==> src/rtl/ads868x_scan_ctrl_if.sv <==
// AXI-Stream sample bus between the ADS868x scan controller and its consumer.
// master drives the sample, slave returns m_tready.
interface ads868x_scan_ctrl_if;
    logic [15:0] m_tdata;
    logic [2:0]  m_tuser;
    logic        m_tlast;
    logic        m_tvalid;
    logic        m_tready;

    modport master (
        output m_tdata, m_tuser, m_tlast, m_tvalid,
        input  m_tready
    );

    modport slave (
        input  m_tdata, m_tuser, m_tlast, m_tvalid,
        output m_tready
    );
endinterface

==> src/rtl/ads868x_scan_ctrl.sv <==
// ADS868x mux scan controller: settle, convert, 32-clock SPI read, AXI-S out.
// Optional ADS868X_PTP_TRIG_EN: scans start on a synchronized trig rising edge.
module ads868x_scan_ctrl #(
    parameter int CLK_DIV       = 4,
    parameter int SETTLE_CYCLES = 200,
    parameter int CONV_CYCLES   = 100
) (
    input  logic       aclk,
    input  logic       aresetn,
    input  logic       enable,
    input  logic [7:0] ch_mask,
    input  logic       trig,
    output logic       spi_sclk,
    output logic       spi_cs_n,
    output logic       spi_mosi,
    input  logic       spi_miso,
    output logic [2:0] ch_sel,
    output logic       busy,
    ads868x_scan_ctrl_if.master m_axis
);

    localparam int CMAX = (SETTLE_CYCLES > CONV_CYCLES) ?
                          SETTLE_CYCLES : CONV_CYCLES;
    localparam int CW = $clog2(CMAX + 1);
    localparam int DW = $clog2(CLK_DIV + 1);
    localparam logic [CW-1:0] SETTLE_LAST = CW'(SETTLE_CYCLES - 1);
    localparam logic [CW-1:0] CONV_LAST   = CW'(CONV_CYCLES - 1);
    localparam logic [DW-1:0] DIV_LAST    = DW'(CLK_DIV - 1);

    typedef enum logic [2:0] {
        IDLE, SETTLE, CONV, XFER, OUT
    } state_t;

    state_t        state, state_nxt;
    logic [CW-1:0] cnt;
    logic [DW-1:0] div_cnt;
    logic [6:0]    edge_cnt;
    logic [15:0]   shift;
    logic [7:0]    mask_q;
    logic [2:0]    ch;
    logic [2:0]    first_ch;
    logic [2:0]    nxt_ch;
    logic          has_nxt;
    logic          start;
    logic          restart;
    logic          sclk_tick;
    logic          xfer_done;
    logic          load_scan;
    logic          step_ch;

`ifdef ADS868X_PTP_TRIG_EN
    logic [2:0] trig_sync;

    always_ff @(posedge aclk or negedge aresetn) begin
        if (!aresetn) trig_sync <= '0;
        else          trig_sync <= {trig_sync[1:0], trig};
    end

    assign start   = enable && trig_sync[1] && !trig_sync[2];
    assign restart = 1'b0;
`else
    logic unused_trig;

    assign unused_trig = trig;
    assign start       = enable;
    assign restart     = enable && (|ch_mask);
`endif

    always_comb begin
        first_ch = '0;
        for (int i = 7; i >= 0; i--)
            if (ch_mask[i]) first_ch = 3'(i);
    end

    // Lowest enabled channel above the current one in the latched mask.
    always_comb begin
        has_nxt = 1'b0;
        nxt_ch  = '0;
        for (int i = 7; i >= 0; i--)
            if (mask_q[i] && i > int'(ch)) begin
                has_nxt = 1'b1;
                nxt_ch  = 3'(i);
            end
    end

    assign sclk_tick = (div_cnt == DIV_LAST);
    assign xfer_done = (state == XFER) && sclk_tick && (edge_cnt == 7'd64);
    assign load_scan = (state_nxt == SETTLE) &&
                       ((state == IDLE) || m_axis.m_tlast);
    assign step_ch   = (state == OUT) && (state_nxt == SETTLE) &&
                       !m_axis.m_tlast;

    always_ff @(posedge aclk or negedge aresetn) begin
        if (!aresetn) state <= IDLE;
        else          state <= state_nxt;
    end

    always_comb begin
        state_nxt = state;
        unique case (state)
            IDLE:
                if (start && (|ch_mask)) state_nxt = SETTLE;
            SETTLE:
                if (cnt == SETTLE_LAST) state_nxt = CONV;
            CONV:
                if (cnt == CONV_LAST) state_nxt = XFER;
            XFER:
                if (xfer_done) state_nxt = OUT;
            OUT:
                if (m_axis.m_tready) begin
                    if (!m_axis.m_tlast || restart) state_nxt = SETTLE;
                    else                            state_nxt = IDLE;
                end
            default:
                state_nxt = IDLE;
        endcase
    end

    always_comb begin
        spi_cs_n        = (state != XFER);
        spi_mosi        = 1'b0;
        busy            = (state != IDLE);
        m_axis.m_tvalid = (state == OUT);
        ch_sel          = ch;
    end

    always_ff @(posedge aclk or negedge aresetn) begin
        if (!aresetn) begin
            cnt            <= '0;
            div_cnt        <= '0;
            edge_cnt       <= '0;
            spi_sclk       <= 1'b0;
            shift          <= '0;
            mask_q         <= '0;
            ch             <= '0;
            m_axis.m_tdata <= '0;
            m_axis.m_tuser <= '0;
            m_axis.m_tlast <= 1'b0;
        end else begin
            if (state_nxt != state)
                cnt <= '0;
            else if (state == SETTLE || state == CONV)
                cnt <= cnt + 1'b1;

            // 64 SCLK edges, each CLK_DIV cycles apart, plus a trailing CS hold.
            if (state != XFER) begin
                div_cnt  <= '0;
                edge_cnt <= '0;
                spi_sclk <= 1'b0;
            end else if (sclk_tick) begin
                div_cnt <= '0;
                if (edge_cnt != 7'd64) begin
                    edge_cnt <= edge_cnt + 1'b1;
                    spi_sclk <= ~spi_sclk;
                    if (!edge_cnt[0] && edge_cnt < 7'd32)
                        shift <= {shift[14:0], spi_miso};
                end
            end else begin
                div_cnt <= div_cnt + 1'b1;
            end

            if (load_scan) begin
                mask_q <= ch_mask;
                ch     <= first_ch;
            end else if (step_ch) begin
                ch <= nxt_ch;
            end

            if (xfer_done) begin
                m_axis.m_tdata <= shift;
                m_axis.m_tuser <= ch;
                m_axis.m_tlast <= !has_nxt || !enable;
            end
        end
    end

endmodule
==> src/flat_wrapper.sv <==
// flat-port wrapper written by rule: the top's interface ports become plain ports
module ads868x_scan_ctrl_flat 
#(
    parameter int CLK_DIV       = 4,
    parameter int SETTLE_CYCLES = 200,
    parameter int CONV_CYCLES   = 100
)
  (aclk, aresetn, enable, ch_mask, trig, spi_sclk, spi_cs_n, spi_mosi, spi_miso, ch_sel, busy, m_axis_m_tdata, m_axis_m_tuser, m_axis_m_tlast, m_axis_m_tvalid, m_axis_m_tready);
  ads868x_scan_ctrl_if m_axis_i ();
  input  logic aclk;
  input  logic aresetn;
  input  logic enable;
  input  logic [7:0] ch_mask;
  input  logic trig;
  output logic spi_sclk;
  output logic spi_cs_n;
  output logic spi_mosi;
  input  logic spi_miso;
  output logic [2:0] ch_sel;
  output logic busy;
  output wire logic [$bits(m_axis_i.m_tdata)-1:0] m_axis_m_tdata;
  output wire logic [$bits(m_axis_i.m_tuser)-1:0] m_axis_m_tuser;
  output wire logic [$bits(m_axis_i.m_tlast)-1:0] m_axis_m_tlast;
  output wire logic [$bits(m_axis_i.m_tvalid)-1:0] m_axis_m_tvalid;
  input wire logic [$bits(m_axis_i.m_tready)-1:0] m_axis_m_tready;
  assign m_axis_m_tdata = m_axis_i.m_tdata;
  assign m_axis_m_tuser = m_axis_i.m_tuser;
  assign m_axis_m_tlast = m_axis_i.m_tlast;
  assign m_axis_m_tvalid = m_axis_i.m_tvalid;
  assign m_axis_i.m_tready = m_axis_m_tready;
  ads868x_scan_ctrl #(.CLK_DIV(CLK_DIV), .SETTLE_CYCLES(SETTLE_CYCLES), .CONV_CYCLES(CONV_CYCLES)) u_core (.aclk(aclk), .aresetn(aresetn), .enable(enable), .ch_mask(ch_mask), .trig(trig), .spi_sclk(spi_sclk), .spi_cs_n(spi_cs_n), .spi_mosi(spi_mosi), .spi_miso(spi_miso), .ch_sel(ch_sel), .busy(busy), .m_axis(m_axis_i));
endmodule
==> config.mk <==
export PLATFORM = sky130hd
export DESIGN_NAME = ads868x_scan_ctrl_flat
export DESIGN_NICKNAME = d
export VERILOG_FILES = /design/src/rtl/ads868x_scan_ctrl_if.sv /design/src/rtl/ads868x_scan_ctrl.sv /design/src/flat_wrapper.sv
export SDC_FILE = /design/constraint.sdc
export NUM_CORES = 1
export LEC_CHECK = 0
export BUFFER_PORTS_ARGS = -buffer_cell sky130_fd_sc_hd__buf_4
export CAP_MARGIN = 25
export CORE_UTILIZATION = 52
export DETAILED_ROUTE_END_ITERATION = 8
export MAX_ROUTING_LAYER = met4
export PLACE_DENSITY_LB_ADDON = 0.15
export SLEW_MARGIN = 20
export SYNTH_ARGS = -nofsm -noshare
export SYNTH_HDL_FRONTEND = slang
export SYNTH_SLANG_ARGS = --single-unit
==> constraint.sdc <==
create_clock -name aclk -period 2.5 [get_ports aclk]
set_clock_uncertainty 0.2 [all_clocks]
set_input_delay 0.25 -clock aclk [delete_from_list [all_inputs] [get_ports aclk]]
set_output_delay 0.25 -clock aclk [all_outputs]
set_load 0.005 [all_outputs]
-- Yosys cells after proc, flatten, opt, wreduce, memory -nomap -nowiden
Cells that the tools add are included.
- add/subtract/negate cells: 3
- multipliers: 0
- div/mod/pow operators: 0
- $lt $le $gt $ge: 8
- eq/ne operators: 12
- shift operators: 0
- mux-type cells: 41
- bitwise gates (word level): 2
- reductions and logical operators: 31
- operators with widths (operator ; count):
    3-bit two-way mux ; 24
    7-bit two-way mux ; 3
    8-bit two-way mux ; 2
    3-bit one-hot mux with 5 select lines ; 1
    1-bit logical AND ; 14
    3-bit greater-than comparator (first input constant) ; 4
    1-bit two-way mux ; 11
    3-bit by 2-bit equality test with 1-bit output (second input constant) ; 3
    8-bit by 1-bit adder with 8-bit output (second input constant) ; 1
    8-bit by 7-bit equality test with 1-bit output (second input constant) ; 1
    8-bit equality test (second input constant) ; 1
    2-bit nonzero test ; 4
    8-bit OR reduction ; 1
    7-bit by 1-bit adder with 7-bit output (second input constant) ; 1
    7-bit equality test (second input constant) ; 1
    7-bit by 6-bit < comparator with 1-bit output (second input constant) ; 1
    7-bit != test (second input constant) ; 1
    3-bit by 1-bit equality test with 1-bit output (second input constant) ; 2
    2-bit by 3-bit greater-than comparator with 1-bit output (first input constant) ; 2
    1-bit zero test ; 4
    1-bit logical OR ; 4
    4-bit AND reduction ; 1
    3-bit by 1-bit adder with 3-bit output (second input constant) ; 1
    3-bit equality test (second input constant) ; 1
    7 further kinds ; 8
- bits in registers: 69
- latch bits: 0
- RAM bits: 0
- bits in read-only memories: 0
- output and inout port bits: 28
- word-level logic and storage cells: 108
- memories kept: 0

-- Depth between registers and ports, before layout
Gate-level depths: netlist (run 1).
- depth after elaboration: 11
- depth in mapped cells: 8

-- Worst setup path before layout (run 1)
OpenSTA, ideal clock, no wires.
- path kind: register to register
- start: register u_core.cnt[0]
- end: register u_core.mask_q[1]
- arrival time: 2062 ps
- required time: 2175 ps
- slack: 113 ps
- stages on the path, launching flop included: 7
- period minus slack after synthesis: 2387 ps
- cells stage by stage: dfrtp_1 > ha_1 > nor3b_1 > a2111oi_0 > and4bb_4 > nor3_4 > mux2_2
- cells in the longest elaborated chain, start to end: 5
- elaborated cells on any way between the ends: 7
- classes of those cells: 3 x eq/ne; 3 x mux; 1 x reduce/logical
- ends and longest elaborated chain (what ; line ; RTL):
    start, declared ; ads868x_scan_ctrl.sv:35 ; logic [CW-1:0] cnt;
    start signal, assigned ; ads868x_scan_ctrl.sv:143 ; cnt <= cnt + 1'b1;
    8-bit by 7-bit equality test with 1-bit output / 8-bit equality test (equally long branches) ; ads868x_scan_ctrl.sv:106, ads868x_scan_ctrl.sv:104 ;
    3-bit two-way mux (on tied branches) ; ads868x_scan_ctrl.sv:106, ads868x_scan_ctrl.sv:104 ;
    3-bit one-hot mux with 5 select lines * ; ads868x_scan_ctrl.sv:100 ; unique case (state)
    3-bit by 1-bit equality test with 1-bit output * ; ads868x_scan_ctrl.sv:88 ; assign load_scan = (state_nxt == SETTLE) &&
    1-bit logical AND * ; ads868x_scan_ctrl.sv:88 ;
    end signal, assigned ; ads868x_scan_ctrl.sv:163 ; mask_q <= ch_mask;
    end, declared ; ads868x_scan_ctrl.sv:39 ; logic [7:0] mask_q;
Every way passes the cells marked *; elsewhere a longest branch is shown, timed or not.
A chain may end at the register's enable or synchronous reset.

-- Worst setup path after layout (run 1)
- start: input port ch_mask[5]
- end: register u_core.mask_q[3]
- cells in the longest elaborated chain, start to end: 8
- elaborated cells on any way between the ends: 9
- classes of those cells: 1 x eq/ne; 4 x mux; 4 x reduce/logical
- ends and longest elaborated chain (what ; line ; RTL):
    start, declared ; flat_wrapper.sv:13 ; input logic [7:0] ch_mask;
    8-bit OR reduction * ; ads868x_scan_ctrl.sv:66, ads868x_scan_ctrl.sv:102 ;
    1-bit logical AND * ; ads868x_scan_ctrl.sv:66, ads868x_scan_ctrl.sv:102 ;
    1-bit logical OR ; ads868x_scan_ctrl.sv:111 ; if (!m_axis.m_tlast || restart) state_nxt = SETTLE;
    1-bit two-way mux ; ads868x_scan_ctrl.sv:111 ;
    3-bit two-way mux ; ads868x_scan_ctrl.sv:110 ; if (m_axis.m_tready) begin
    3-bit one-hot mux with 5 select lines * ; ads868x_scan_ctrl.sv:100 ;
    3-bit by 1-bit equality test with 1-bit output * ; ads868x_scan_ctrl.sv:88 ;
    1-bit logical AND * ; ads868x_scan_ctrl.sv:88 ;
Marked as above.

==> results of run 1 <==
## worst max path at each step
stage,startpoint,to,slack (ns),cells past startpoint
2_1_floorplan,u_core.cnt[0]$_DFFE_PN0P_,u_core.mask_q[1]$_DFFE_PN0N_,0.11,6
3_3_place_gp,u_core.cnt[1]$_DFFE_PN0P_,u_core.mask_q[5]$_DFFE_PN0N_,0.04,6
3_5_place_dp,u_core.cnt[1]$_DFFE_PN0P_,u_core.cnt[0]$_DFFE_PN0P_,-0.02,6
4_1_cts,u_core.cnt[0]$_DFFE_PN0P_,u_core.mask_q[3]$_DFFE_PN0N_,0.04,7
5_1_grt,u_core.cnt[0]$_DFFE_PN0P_,u_core.mask_q[3]$_DFFE_PN0N_,0.01,8
6_report,ch_mask[5],u_core.mask_q[3]$_DFFE_PN0N_,0.04,8
## flip-flops by register name (all words and copies together), names as in the netlist
register and flops:
u_core.ch_sel 3, u_core.cnt 8, u_core.div_cnt 3, u_core.edge_cnt 7, u_core.m_axis.m_tdata 16, u_core.m_axis.m_tlast 1
u_core.m_axis.m_tuser 3, u_core.mask_q 7, u_core.shift 16, u_core.spi_sclk 1, u_core.state 3
## per-layer routing
metal / track usage / vias to the layer above / routed length [um]
li1: - / 1087 / -
met1: 0.2594 / 1085 / 2854
met2: 0.3288 / 45 / 2798
met3: 0.05000 / 8 / 236
met4: 0.09643 / 0 / 82
met5: - / - / 0
## placed cells by master, fill, tap and decap left out, types with 2 or more instances in the layout
cell type	count
o21ai_0	3
ha_1	4
inv_1	7
nand4_1	4
buf_4	50
mux2_2	46
nor3_1	6
clkinv_2	2
nand2_1	11
xor2_1	10
or3_1	2
nor3_4	2
and3_1	4
nand3b_1	2
nor2_1	29
o21bai_1	2
dfrtp_1	68
nand2b_1	5
nor2b_1	6
nor4_1	2
and2_1	3
dlygate4sd3_1	9
nand3_1	4
a21oi_1	9
clkbuf_8	9
clkinvlp_4	2
o32ai_1	2
nor4b_1	2
xnor2_1	5
## cell families after synthesis
family          share of synthesized area
simple gates                       0.1579
flops                              0.5302
mux                                0.1614
compound gates                    0.06823
buf+inv                           0.02456
xor+xnor                          0.04093
fa+ha+maj                         0.01560
other cells                      0.001168
## power groups by stage
stage	Sequential (mW)	Clock [mW]	Combinational, mW
after floorplan	1.22	0	0.194
after global placement	1.24	0	0.315
after detailed placement	1.24	0	0.321
after CTS	1.22	0.898	0.343
after global routing	1.23	0.952	0.391
final	1.22	0.879	0.348
## metrics by stage
stage               instance area, sq um  power (mW)  setup TNS, ns  instances  hold WS [ns]
CTS                                 3935       2.458              0        414       0.02661
finish                              3963       2.447              0        414       0.06338
global placement                    3626       1.552              0        388        0.2109
detailed placement                  3626       1.560       -0.03434        388        0.2074
global route                        3963       2.574              0        414       0.06167
floorplan                           3209       1.415              0        275       -0.2456
## cell type report
| class | instances | area (sq um) | share of cell area |
|---|---|---|---|
| flip-flops and latches | 68 | 1702 | 0.4294 |
| clock buffers | 10 | 127.6 | 0.03221 |
| well taps | 75 | 93.84 | 0.02368 |
| inverters | 7 | 26.28 | 0.006631 |
| multi-input cells | 188 | 1464 | 0.3694 |
| clock inverters | 6 | 63.81 | 0.01610 |
| repair buffers | 60 | 485.5 | 0.1225 |
## tightest hold or removal path, cell delays in order
cell and delay, ns:
buf_4 0.12, o21ai_0 0.06, mux2_2 0.14
## repair_timing
item | CTS | global route
endpoints found under the hold margin | 76 | 0
pin swaps | 0 | 3
resized for setup | 1 | 6
hold buffers | 9 | 0
endpoints found under the setup margin | 11 | 10
buffers inserted | 1 | 0
==> metrics.cfg, run 1 <==
[synth]
async_reset_ff_frac=1.000
ys_seq_elements=68
seq_area_frac_synth=0.5302
yosys-top-cells-count=dfrtp_1 (68), mux2_2 (46), nor2_1 (29)
synth_top_area_cell=dfrtp_1
avgSynthCellArea_sq_um=11.67
synthFlopType=dfrtp_1
synth_area_leaders=dfrtp_1 (53%), mux2_2 (16%), nor2_1 (3.4%), xor2_1 (2.7%), ha_1 (1.6%)
synth_edf_count=0
synth_warnings=0
syn_inst=275
synthMostInstantiatedCell=dfrtp_1
synth_top_area_frac=0.5302
synthDistinctLibCells=51
synth_nets=293
netlist_area_sq_um=3209

[finish]
syn2layout_area_growth_pct=23.47
final_core_util=0.6693
diodes=0
fin_nets=352
drive_gt1_frac=0.3628
fillers=473

[routing]
vias_per_cell=5.374
drt_iter0_drc=133
firstDrtPassIters=4
drc=0
wirelength_um=5972
dr_total_vias=2225
wl_per_cell_um=14.43
antenna_left=0

[clocking]
root_buffer=clkbuf_8
cts_sinks=68
cts_max_level=3
path_clk_slew_ns=0.07
cts_tree=yes
clockBufferDepth=2
clk_latency_ns=0.34
numCtsBuffers=9

[grt]
grt_pass1_vias=2295
grtUsageTotal=0.2107
grt_max_degree=69
grt_pass1_wl_um=9998
gr-total-overflow=0
grt_antenna_before_repair=0

[setup_path]
r2r-start=u_core.cnt[0]$_DFFE_PN0P_
reg2regPathDepth=7
max_stage_delay_ns=0.54
cp-start-kind=input port
reg2reg_slack_ns=0.11
critPathRequiredTime_ns=2.52
cp_cell_sequence=dlygate4sd3_1 -> buf_4 -> or4_4 -> o2111ai_2 -> and4bb_4 -> nor3_4 -> buf_12 -> mux2_2
crit_buf_inv=3
cp_top_family=simple AND/OR/NAND/NOR gates
r2r-end=u_core.mask_q[3]$_DFFE_PN0N_
crit_type=input port to register
worst_path_max_delay_cell=dlygate4sd3_1
critPathMaxFanout=7
worstPathArrival_ns=2.48
critPathCaptureType=register

[pwr]
powerDensity_nw_per_um2=617.6
pwr-share-clk=0.359
p_leak_nw=1.911
p_switching_mw=0.6488
p_seq_frac=0.499
p_int_mw=1.798
ir_drop_uv=403.2
netSwitchingFraction=0.2651
pwr-share-comb=0.142

[timing]
max_slew_margin=0.4437
setup_ws_ns=0.04221
setup_viol=0
slew_viol_final=0
period_needed_ns=2.458
rsz0062_at_grt=no
worst_pin_slew_ns=0.8345
hold_viol=0
fin_crit_sh=0.9831
max_freq_mhz=406.9

[floorplan]
start_util=0.5421
die_h_um=80.56
die_w_um=80.56
core_sq_um=5921
io_pins=42
die_area_sq_um=6490
rows=28

[placement]
gp_congestion=0.8280
io_buffer_count=39
dpl.hpwl_um=3948
place_ws_ns=-0.02282

[min_path]
hp-class=input port to register
hp-start=enable
min_delay_worst_endpoint=u_core.m_axis.m_tlast$_DFFE_PN0P_
holdPathStages=3

[run]
maxCapViolations=0

[status]
status=finished, final reports clean

(Power assumes the default switching activity.)
==> run 2: changes to the inputs <==
--- a/config.mk
+++ b/config.mk
@@ -8,6 +8,7 @@
 export BUFFER_PORTS_ARGS = -buffer_cell sky130_fd_sc_hd__buf_4
 export CAP_MARGIN = 25
 export CORE_UTILIZATION = 52
+export CTS_BUF_LIST = sky130_fd_sc_hd__clkbuf_2
 export DETAILED_ROUTE_END_ITERATION = 8
 export MAX_ROUTING_LAYER = met4
 export PLACE_DENSITY_LB_ADDON = 0.15
==> metrics.cfg, run 2 (synthesized netlist as in run 1, its figures left out) <==
[status]
status=finished, final reports clean  ; unchanged

[finish]
top_regs=u_core.m_axis.m_tdata (16), u_core.shift (16), u_core.cnt (8)  ; unchanged
fin_nets=355  ; was 352
layout_common_cells=dfrtp_1 (68), buf_4 (51), mux2_2 (46)  ; was dfrtp_1 (68), buf_4 (50), mux2_2 (46)
final_cells=417  ; was 414
final_common_cell=dfrtp_1  ; unchanged
design_area_sq_um=3928  ; was 3963 sq um
diodes=0  ; unchanged
drive_gt1_frac=0.3655  ; was 0.3628
fillers=484  ; was 473
syn2layout_area_growth_pct=22.38  ; was 23.47%

[clocking]
root_buffer=clkbuf_2  ; was clkbuf_8
clk_latency_ns=0.51  ; was 0.34 ns
cts_tree=yes  ; unchanged
cts_max_level=3  ; unchanged
path_clk_slew_ns=0.22  ; was 0.07 ns
cts_sinks=68  ; unchanged
numCtsBuffers=9  ; unchanged
clockBufferDepth=2  ; unchanged

[timing]
tns_ns=0  ; unchanged
setup_viol=0  ; unchanged
max_freq_mhz=416.0  ; was 406.9 MHz
slew_viol_final=0  ; unchanged
worst_pin_slew_ns=0.8400  ; was 0.8345 ns
fin_crit_sh=0.9615  ; was 0.9831
max_slew_margin=0.4400  ; was 0.4437
hold_viol=0  ; unchanged
whs_ns=0.1355  ; was 0.06338 ns
setup_ws_ns=0.09630  ; was 0.04221 ns
period_needed_ns=2.404  ; was 2.458 ns
rsz0062_at_grt=no  ; unchanged

[setup_path]
crit_buf_inv=2  ; was 3
cp_top_family=flip-flops  ; was simple AND/OR/NAND/NOR gates
r2r-end=u_core.mask_q[3]$_DFFE_PN0N_  ; unchanged
reg2regPathDepth=8  ; was 7
crit_type=register to register  ; was input port to register
critPathCaptureType=register  ; unchanged
r2r-start=u_core.cnt[0]$_DFFE_PN0P_  ; unchanged
reg2reg_slack_ns=0.1  ; was 0.11 ns
max_stage_delay_ns=0.44  ; was 0.54 ns
critPathMaxFanout=7  ; unchanged
cp-start-kind=register  ; was input port
cp_cell_sequence=ha_2 -> nor3b_4 -> buf_4 -> a311oi_1 -> a21oi_2 -> nor3_4 -> buf_12 -> mux2_2  ; was dlygate4sd3_1 -> buf_4 -> or4_4 -> o2111ai_2 -> and4bb_4 -> nor3_4 -> buf_12 -> mux2_2
worst_path_max_delay_cell=dfrtp_1  ; was dlygate4sd3_1
critPathRequiredTime_ns=2.67  ; was 2.52 ns
worstPathArrival_ns=2.58  ; was 2.48 ns

[routing]
drc=0  ; unchanged
wirelength_um=6088  ; was 5972 um
wl_per_cell_um=14.60  ; was 14.43 um
antenna_left=0  ; unchanged
firstDrtPassIters=4  ; unchanged
dr_total_vias=2232  ; was 2225
vias_per_cell=5.353  ; was 5.374
drt_iter0_drc=118  ; was 133

[floorplan]
start_util=0.5421  ; unchanged
core_sq_um=5921  ; unchanged
io_pins=42  ; unchanged
die_area_sq_um=6490  ; unchanged
rows=28  ; unchanged
die_h_um=80.56  ; unchanged
die_w_um=80.56  ; unchanged

[pwr]
powerDensity_nw_per_um2=570.2  ; was 617.6 nW/um^2
ir_drop_uv=381.2  ; was 403.2 uV
p_leak_nw=1.898  ; was 1.911 nW

[grt]
grt_pass1_wl_um=10070  ; was 9998 um
grt_pass1_vias=2287  ; was 2295
grt_max_degree=69  ; unchanged
grtUsageTotal=0.2148  ; was 0.2107
gr-total-overflow=0  ; unchanged
grt_antenna_before_repair=0  ; unchanged

[placement]
dpl.hpwl_um=3948  ; unchanged
io_buffer_count=39  ; unchanged
post-place-cells=388  ; unchanged
place_ws_ns=-0.02282  ; unchanged
gp_congestion=0.8280  ; unchanged
place_area_sq_um=3626  ; unchanged

[min_path]
hp-start=ch_mask[0]  ; was enable
min_delay_worst_endpoint=u_core.ch_sel[2]$_DFFE_PN0P_  ; was u_core.m_axis.m_tlast$_DFFE_PN0P_
holdPathStages=4  ; was 3
hp-class=input port to register  ; unchanged

[run]
maxCapViolations=0  ; unchanged

## run 2: cell types whose count changed in the layout (fill, tap and decap cells not counted), sizes merged
cell / delta
dlygate4sd3: +2
buf: +1
## run 2: report_power, final
group	internal [mW]	switching, mW
Combinational	0.202	0.174
Clock	0.235	0.401
Sequential	1.16	0.0697
## run 2: layout make-up
cell class              instances  area (sq um)  share of cell area
flip-flops and latches         68          1702              0.4333
repair buffers                 63         513.0              0.1306
clock inverters                 6         63.81             0.01625
well taps                      75         93.84             0.02389
clock buffers                  10         50.05             0.01274
multi-input cells             188          1479              0.3766
inverters                       7         26.28            0.006690
## run 2: stage by stage
| stage | util | power, mW |
|---|---|---|
| detailed placement | 0.6124 | 1.560 |
| global route | 0.6634 | 2.365 |
| global placement | 0.6124 | 1.552 |
| CTS | 0.6551 | 2.218 |
| floorplan | - | 1.415 |
| finish | 0.6634 | 2.239 |
## run 2: routing by layer
metal / vias up / global-route usage / wire length (um)
li1: 1096 / - / -
met1: 1089 / 0.2649 / 2932
met2: 37 / 0.3305 / 2854
met3: 10 / 0.05227 / 193
met4: 0 / 0.1054 / 108
met5: - / - / 0
## run 2: tightest hold or removal path: stages
cell and delay [ns]:
buf_4 0.09, or3_1 0.13, o32ai_1 0.07, mux2_2 0.26
## run 2: worst max-delay path by stage
stage,startpoint,endpoint,cells after the start
final,u_core.cnt[0]$_DFFE_PN0P_,u_core.mask_q[3]$_DFFE_PN0N_,8
after global routing,u_core.cnt[0]$_DFFE_PN0P_,u_core.mask_q[3]$_DFFE_PN0N_,7
after CTS,u_core.cnt[0]$_DFFE_PN0P_,u_core.ch_sel[0]$_DFFE_PN0P_,6
after detailed placement,u_core.cnt[1]$_DFFE_PN0P_,u_core.cnt[0]$_DFFE_PN0P_,6
after global placement,u_core.cnt[1]$_DFFE_PN0P_,u_core.mask_q[5]$_DFFE_PN0N_,6
after floorplan,u_core.cnt[0]$_DFFE_PN0P_,u_core.mask_q[1]$_DFFE_PN0N_,6
## run 2: repair_timing
item,4_1_cts,5_1_grt
hold buffers,11,0
setup endpoints to repair,18,11
pin swaps,1,3
gates resized for setup,2,7
hold endpoints to repair,78,0
buffers inserted,1,1
cloned,0,0
==> run 3: changes to the inputs <==
==> constraint.sdc (replaced) <==
create_clock -name aclk -period 2.7 [get_ports aclk]
set_clock_uncertainty 0.2 [all_clocks]
set_input_delay 0.27 -clock aclk [delete_from_list [all_inputs] [get_ports aclk]]
set_output_delay 0.27 -clock aclk [all_outputs]
set_load 0.005 [all_outputs]
==> metrics.cfg, run 3 (synthesized netlist as in run 1, its figures left out) <==
[clocking]
cts_sinks=68  ; unchanged
root_buffer=clkbuf_2  ; unchanged
clockBufferDepth=2  ; unchanged
numCtsBuffers=9  ; unchanged
clk_latency_ns=0.51  ; about the same
path_clk_slew_ns=0.21  ; was 0.22 ns
cts_tree=yes  ; unchanged
cts_max_level=3  ; unchanged

[floorplan]
rows=28  ; unchanged
core_sq_um=5921  ; unchanged
die_w_um=80.56  ; unchanged
io_pins=42  ; unchanged
die_area_sq_um=6490  ; unchanged
start_util=0.5421  ; unchanged
die_h_um=80.56  ; unchanged

[routing]
wl_per_cell_um=14.66  ; was 14.60 um
vias_per_cell=5.429  ; was 5.353
dr_total_vias=2215  ; was 2232
drt_iter0_drc=154  ; was 118
drc=0  ; unchanged
wirelength_um=5981  ; was 6088 um
antenna_left=0  ; unchanged
firstDrtPassIters=4  ; unchanged

[status]
status=finished, final reports clean  ; unchanged

[finish]
syn2layout_area_growth_pct=18.71  ; was 22.38%
final_common_cell=dfrtp_1  ; unchanged
final_cells=408  ; was 417
fillers=463  ; was 484
drive_gt1_frac=0.3423  ; was 0.3655
fin_nets=347  ; was 355
top_regs=u_core.m_axis.m_tdata (16), u_core.shift (16), u_core.cnt (8)  ; unchanged
layout_common_cells=dfrtp_1 (68), mux2_2 (46), buf_4 (43)  ; was dfrtp_1 (68), buf_4 (51), mux2_2 (46)
multi_input_area_sq_um=1448  ; was 1479 sq um
design_area_sq_um=3810  ; was 3928 sq um
seq_area_sq_um=1702  ; unchanged
diodes=0  ; unchanged

[timing]
worst_pin_slew_ns=0.8188  ; was 0.8400 ns
setup_viol=0  ; unchanged
period_needed_ns=2.550  ; was 2.404 ns
hold_viol=0  ; unchanged
max_slew_margin=0.4541  ; was 0.4400
setup_ws_ns=0.1499  ; was 0.09630 ns
max_freq_mhz=392.1  ; was 416.0 MHz
slew_viol_final=0  ; unchanged
rsz0062_at_grt=no  ; unchanged
fin_crit_sh=0.9445  ; was 0.9615
tns_ns=0  ; unchanged

[setup_path]
worstPathArrival_ns=2.75  ; was 2.58 ns
crit_type=register to register  ; unchanged
critPathMaxFanout=5  ; was 7
critPathRequiredTime_ns=2.90  ; was 2.67 ns
cp-start-kind=register  ; unchanged
critPathCaptureType=register  ; unchanged

[pwr]
pwr-share-clk=0.259  ; was 0.284
p_int_mw=1.320  ; was 1.594 mW
p_leak_nw=1.840  ; was 1.898 nW
finalPower_mw=1.907  ; was 2.239 mW
netSwitchingFraction=0.3074  ; was 0.2882
p_switching_mw=0.5862  ; was 0.6454 mW
pwr-share-comb=0.142  ; was 0.168
ir_drop_uv=338.1  ; was 381.2 uV
p_seq_frac=0.599  ; was 0.548
powerDensity_nw_per_um2=500.4  ; was 570.2 nW/um^2

[placement]
place_area_sq_um=3573  ; was 3626 sq um
io_buffer_count=39  ; unchanged
post-place-cells=381  ; was 388
dpl.hpwl_um=3971  ; was 3948 um
place_ws_ns=0.09211  ; was -0.02282 ns
gp_congestion=0.8346  ; was 0.8280

[grt]
gr-total-overflow=0  ; unchanged
grt_pass1_vias=2156  ; was 2287
grt_antenna_before_repair=0  ; unchanged
grtUsageTotal=0.2109  ; was 0.2148
grt_max_degree=69  ; unchanged
grt_pass1_wl_um=9963  ; was 10070 um

[min_path]
hp-class=input port to register  ; unchanged

[run]
maxCapViolations=0  ; unchanged

-- run 3: worst max-delay path: stages, from the launching register on --
cell	delay (ns)
dfrtp_1	0.47
ha_1	0.26
nor3b_2	0.21
a2111oi_2	0.33
and4bb_4	0.30
nor3_2	0.30
mux2_2	0.37
-- run 3: final cells by class --
type | count | area share
Clock buffer | 9 | 0.01182
Multi-Input combinational cell | 188 | 0.3800
Tap cell | 75 | 0.02463
Sequential cell | 68 | 0.4466
Timing Repair Buffer | 55 | 0.1189
Inverter | 7 | 0.006897
Clock inverter | 6 | 0.01117
-- run 3: repair_timing --
item | in CTS | in global routing
setup buffers | 0 | 1
hold endpoints to repair | 78 | 0
endpoints found under the setup margin | 0 | 18
resized for setup | 0 | 4
hold buffers | 11 | 0
-- run 3: power by group through the flow --
stage	Combinational (mW)	Sequential [mW]	Clock, mW
4_1_cts	0.261	1.14	0.509
3_5_place_dp	0.248	1.16	0
6_report	0.271	1.14	0.493
2_1_floorplan	0.180	1.13	0
5_1_grt	0.311	1.15	0.549
3_3_place_gp	0.237	1.16	0
-- run 3: path summary, 6_finish.rpt --
| kind | to | cells past startpoint | slack [ns] | start |
|---|---|---|---|---|
| max in group asynchronous | u_core.edge_cnt[2]$_DFFE_PN0P_ | 2 | 1.57 | aresetn |
| min in group asynchronous | u_core.cnt[1]$_DFFE_PN0P_ | 2 | 0.16 | aresetn |
| max reg2reg | u_core.ch_sel[0]$_DFFE_PN0P_ | 6 | 0.15 | u_core.cnt[0]$_DFFE_PN0P_ |
| min reg2reg | u_core.div_cnt[0]$_DFF_PN0_ | 1 | 0.26 | u_core.div_cnt[0]$_DFF_PN0_ |
| min | u_core.ch_sel[2]$_DFFE_PN0P_ | 4 | 0.15 | ch_mask[0] |
| max | u_core.ch_sel[0]$_DFFE_PN0P_ | 6 | 0.15 | u_core.cnt[0]$_DFFE_PN0P_ |
-- run 3: through the flow --
step	hold slack, ns	utilization
final	0.1512	0.6435
after global routing	0.1206	0.6435
after CTS	0.1018	0.6369
after detailed placement	0.2292	0.6036
after global placement	0.2309	0.6036
after floorplan	-0.2256	-
-- run 3: layer usage --
metal / vias up / global-route usage / share of wire
met5: - / - / 0
li1: 1082 / - / -
met1: 1083 / 0.2777 / 0.48
met4: 0 / 0.09107 / 0.013
met2: 43 / 0.3102 / 0.46
met3: 7 / 0.05114 / 0.039
